$ cat src/rtl/code_conv_sched.sv
// Shares one combinational BCD/Gray/XS-3/XS-5 converter between two requesters.
// Round-robin grant, one-cycle converter drive, held result with id tag, saturating job counters.
//
// state | meaning
// IDLE  | ready asserted for the round-robin winner; job latched onto conv_b
// DRIVE | converter enabled with the latched job; conv_y/conv_done captured
// HOLD  | result presented on res_*; waits for res_ready
module code_conv_sched #(
  parameter int CNT_W = 8
) (
  input  logic             clk,
  input  logic             rst,
  input  logic             a_valid,
  output logic             a_ready,
  input  logic [3:0]       a_data,
  input  logic [1:0]       a_op,
  input  logic             b_valid,
  output logic             b_ready,
  input  logic [3:0]       b_data,
  input  logic [1:0]       b_op,
  output logic             res_valid,
  input  logic             res_ready,
  output logic [7:0]       res_y,
  output logic             res_id,
  output logic             res_err,
  output logic [7:0]       conv_b,
  output logic             conv_en_n,
  input  logic [7:0]       conv_y,
  input  logic             conv_done,
  output logic [CNT_W-1:0] cnt_a,
  output logic [CNT_W-1:0] cnt_b
);

  typedef enum logic [1:0] {
    IDLE  = 2'd0,
    DRIVE = 2'd1,
    HOLD  = 2'd2
  } state_t;

  state_t state;
  logic   last_b;
  logic   job_id;
  logic   in_idle;
  logic   pick_a;

  // A wins when alone, or on a tie when B had the previous grant.
  always_comb begin
    in_idle = (state == IDLE) && !rst;
    pick_a  = a_valid && (!b_valid || last_b);
    a_ready = in_idle && pick_a;
    b_ready = in_idle && b_valid && !pick_a;
  end

  always_ff @(posedge clk) begin
    if (rst) begin
      state     <= IDLE;
      last_b    <= 1'b1;
      job_id    <= 1'b0;
      res_valid <= 1'b0;
      res_y     <= 8'h00;
      res_id    <= 1'b0;
      res_err   <= 1'b0;
      conv_b    <= 8'h00;
      conv_en_n <= 1'b1;
      cnt_a     <= '0;
      cnt_b     <= '0;
    end else begin
      case (state)
        IDLE: begin
          if (a_ready || b_ready) begin
            conv_b    <= a_ready ? {a_data, 2'b00, a_op} : {b_data, 2'b00, b_op};
            conv_en_n <= 1'b0;
            job_id    <= b_ready;
            last_b    <= b_ready;
            state     <= DRIVE;
          end
        end
        DRIVE: begin
          res_y     <= conv_y;
          res_err   <= ~conv_done;
          res_id    <= job_id;
          res_valid <= 1'b1;
          conv_en_n <= 1'b1;
          conv_b    <= 8'h00;
          state     <= HOLD;
        end
        HOLD: begin
          if (res_ready) begin
            res_valid <= 1'b0;
            if (res_id) begin
              if (cnt_b != '1) cnt_b <= cnt_b + CNT_W'(1);
            end else begin
              if (cnt_a != '1) cnt_a <= cnt_a + CNT_W'(1);
            end
            state <= IDLE;
          end
        end
        default: state <= IDLE;
      endcase
    end
  end

endmodule

$ cat config.mk
export PLATFORM = sky130hd
export DESIGN_NAME = code_conv_sched
export DESIGN_NICKNAME = d
export VERILOG_FILES = /design/src/rtl/code_conv_sched.sv
export SDC_FILE = /design/constraint.sdc
export NUM_CORES = 1
export LEC_CHECK = 0
export CORE_UTILIZATION = 47
export DETAILED_ROUTE_END_ITERATION = 8
export GPL_ROUTABILITY_DRIVEN = 0
export PLACE_DENSITY = 0.93
export SLEW_MARGIN = 20
export SYNTH_ARGS = -nofsm -noshare
export SYNTH_HDL_FRONTEND = slang
export SYNTH_SLANG_ARGS = --single-unit
$ cat constraint.sdc
create_clock -name clk -period 2.1 [get_ports clk]
set_input_delay 0.42 -clock clk [delete_from_list [all_inputs] [get_ports clk]]
set_output_delay 0.42 -clock clk [all_outputs]
set_load 0.01 [all_outputs]
==> flow_summary.toml <==
[logic_synthesis]
ys_types = 35
yosys_most_used_dff = "dfxtp_1"
synth.cell_area_sq_mm = 0.00170
synth_edf_count = 0
synthCells = 196
synth-async-reset-ratio_pct = 0
yosysWarnings = 0
ys_ff_latch = 38
ys_seq_area_share_pct = 44.8
syn_avg_cell_area_sq_um = 8.66

[timing]
timing.final.ws_setup_ps = 127
grt_setup_unrepaired = "no"
clock.fmax_mhz = 507
tightest_slew_ps = 544
period_share_pct = 94.0
relSlewSlack_pct = 63.7
setup_viol = 0
finalCriticalPeriod_ps = 1970
drv_slew = 0
finalClockSkew_ps = 10.1
hold_viol = 0

[placement]
dpl_cell_area_sq_mm = 0.00235
port_buffers = 61
pre_cts_ws_ps = -150
dpl.hpwl_microns = 2810

[cells_and_area]
fill_cells = 264
layout_commonest_cell = "clkdlybuf4s50_1"
final_cell_mix = "clkdlybuf4s50_1 (59), dfxtp_1 (38), nand2_1 (34)"
nets = 290
area_growth_syn_to_layout_pct = 41.2
post-route-cell-area_sq_mm = 0.00240
layout-drive-gt1-share_pct = 8.40
antennaDiodeCount = 0

[outcome]
status = "complete, no violations"

[detailed_routing]
totalWireLength_microns = 3910
antenna_left = 0
drt-initial-drc-count = 65
avgRoutedWirePerCell_microns = 12.7
num_vias = 1608
first_pass_iters = 4
vias_per_cell = 5.22
route.detailed.drc = 0

[grt]
grt-ovfl-total = 0
grt_pass1_vias = 1346
grt_max_degree = 35
track_usage_pct = 20.9
grt_pass1_wl_microns = 5820
antenna_found_initial = 0

[floorplanning]
die_x_microns = 62.1
die-height_microns = 62.1
ios = 64
initial_core_util_pct = 50.1
fp.coreArea_sq_mm = 0.00339
dieArea_sq_mm = 0.00385
fp-row-count = 21

[critical_path]
worst_ep_required_time_ps = 1680
cp-start-kind = "input port"
crit_type = "in2out"
end_kind = "primary output"
crit_arrival_ps = 1550
critPathBufInv = 2
critPathTopFamily = "buffers and inverters"
worstPathMaxFanout = 3
slowest_stage = "clkdlybuf4s50_1"
critical_path.cell_chain = "clkdlybuf4s50_1, nor3_2, and3_1, dlygate4sd2_1"
max_stage_delay_ps = 450

[clocking]
htreeDepth = 2
numCtsBuffers = 5
root_buffer = "clkbuf_4"
post-cts-setup-buffers = 0
clk_pin_slew_ps = 110
clk-insertion-delay-late_ps = 330
clkSinkCount = 38
clockBufferDepth = 2
cts_tree = "done"

[power_and_ir_drop]
p_per_area_mw_per_mm2 = 591
p_total_mw = 1.42
p_leak_nw = 0.927
ir_drop_mv = 0.380

[hold_path]
min-delay-path-class = "reg2reg"

[flow_run]
drv_cap = 0
flip-flops by register name, summed over array words and instances (netlist names), 2 cells and up:
name    count
cnt_a       8
cnt_b       8
conv_b      6
res_y       8
state       2
layer usage:
metal	GRT usage, %	routed length, microns
met4	9.21	70
met2	35.4	1800
met3	5.38	330
met5	0	0
met1	24.7	1710
final cells by class:
class                   count  area (sq um)  share of cell area, %
flip-flops and latches     38           761                   31.7
well taps                  46          57.6                   2.40
repair buffers             69           668                   27.9
clock buffers               5          37.5                   1.57
clock inverters             2          10.0                  0.418
multi-input cells         144           847                   35.4
inverters                   4          15.0                  0.627
path summary, 6_finish.rpt:
check	startpoint	to	slack [ps]	depth (start not counted)
max	rst	a_ready	130	4
min	res_y[6]	res_y[6]	460	2
max reg2reg	cnt_b[0]	cnt_b[1]	620	5
min reg2reg	res_y[6]	res_y[6]	460	2
Yosys cell counts, drive strengths merged, types with 3 or more instances:
| cell | n | area share, % |
|---|---|---|
| dfxtp | 38 | 45 |
| nand2 | 34 | 7.5 |
| nor2 | 26 | 5.8 |
| a21oi | 14 | 4.1 |
| xor2 | 12 | 6.2 |
| buf | 9 | 4.1 |
| a31oi | 7 | 2.6 |
| nor3 | 6 | 2.1 |
| and2 | 4 | 1.5 |
| and3 | 4 | 1.5 |
| inv | 4 | 0.88 |
| o2111ai | 4 | 2.1 |
| o211ai | 4 | 1.8 |
| nand4 | 3 | 1.1 |
| o21ai | 3 | 1.1 |
| o21bai | 3 | 1.3 |
worst reg2reg max path: stages (launching register included):
cell	delay, ps
dfxtp_1	400
ha_1	210
nand3_1	190
o21ai_1	290
mux2i_1	230
nor2_1	60
cells by family (layout without fill, tap and decap cells):
kind of cell | count (synthesis) | count (layout) | synth area share (%)
AO/OA/AOI/OAI | 40 | 40 | 16.3
flip-flops | 38 | 38 | 44.8
AND/OR/NAND/NOR | 86 | 86 | 24.3
adder cells (fa/ha/maj) | 2 | 2 | 1.47
other | 1 | 2 | 0.221
multiplexers | 2 | 2 | 1.18
buffers and inverters | 15 | 80 | 5.46
XOR/XNOR | 12 | 12 | 6.19
timing repair:
action                     in CTS  in global routing
gates resized for setup         2                  0
setup endpoints to repair       2                  0
hold buffers                    0                  0
metrics by stage:
stage / hold slack [ps] / TNS, ps / utilization [%] / std cells
floorplan: 432 / 0 / - / 197
global placement: 441 / -234 / 69.4 / 301
detailed placement: 451 / -274 / 69.4 / 301
CTS: 466 / 0 / 70.7 / 308
global route: 483 / 0 / 70.7 / 308
finish: 460 / 0 / 70.7 / 308
power by group:
| part | total [mW] | switching, mW | internal, mW |
|---|---|---|---|
| combinational | 0.287 | 0.132 | 0.156 |
| clock | 0.346 | 0.225 | 0.121 |
| sequential | 0.783 | 0.0222 | 0.761 |
| total | 1.42 | 0.379 | 1.04 |
Note: power is estimated with default switching activity, not from simulation.
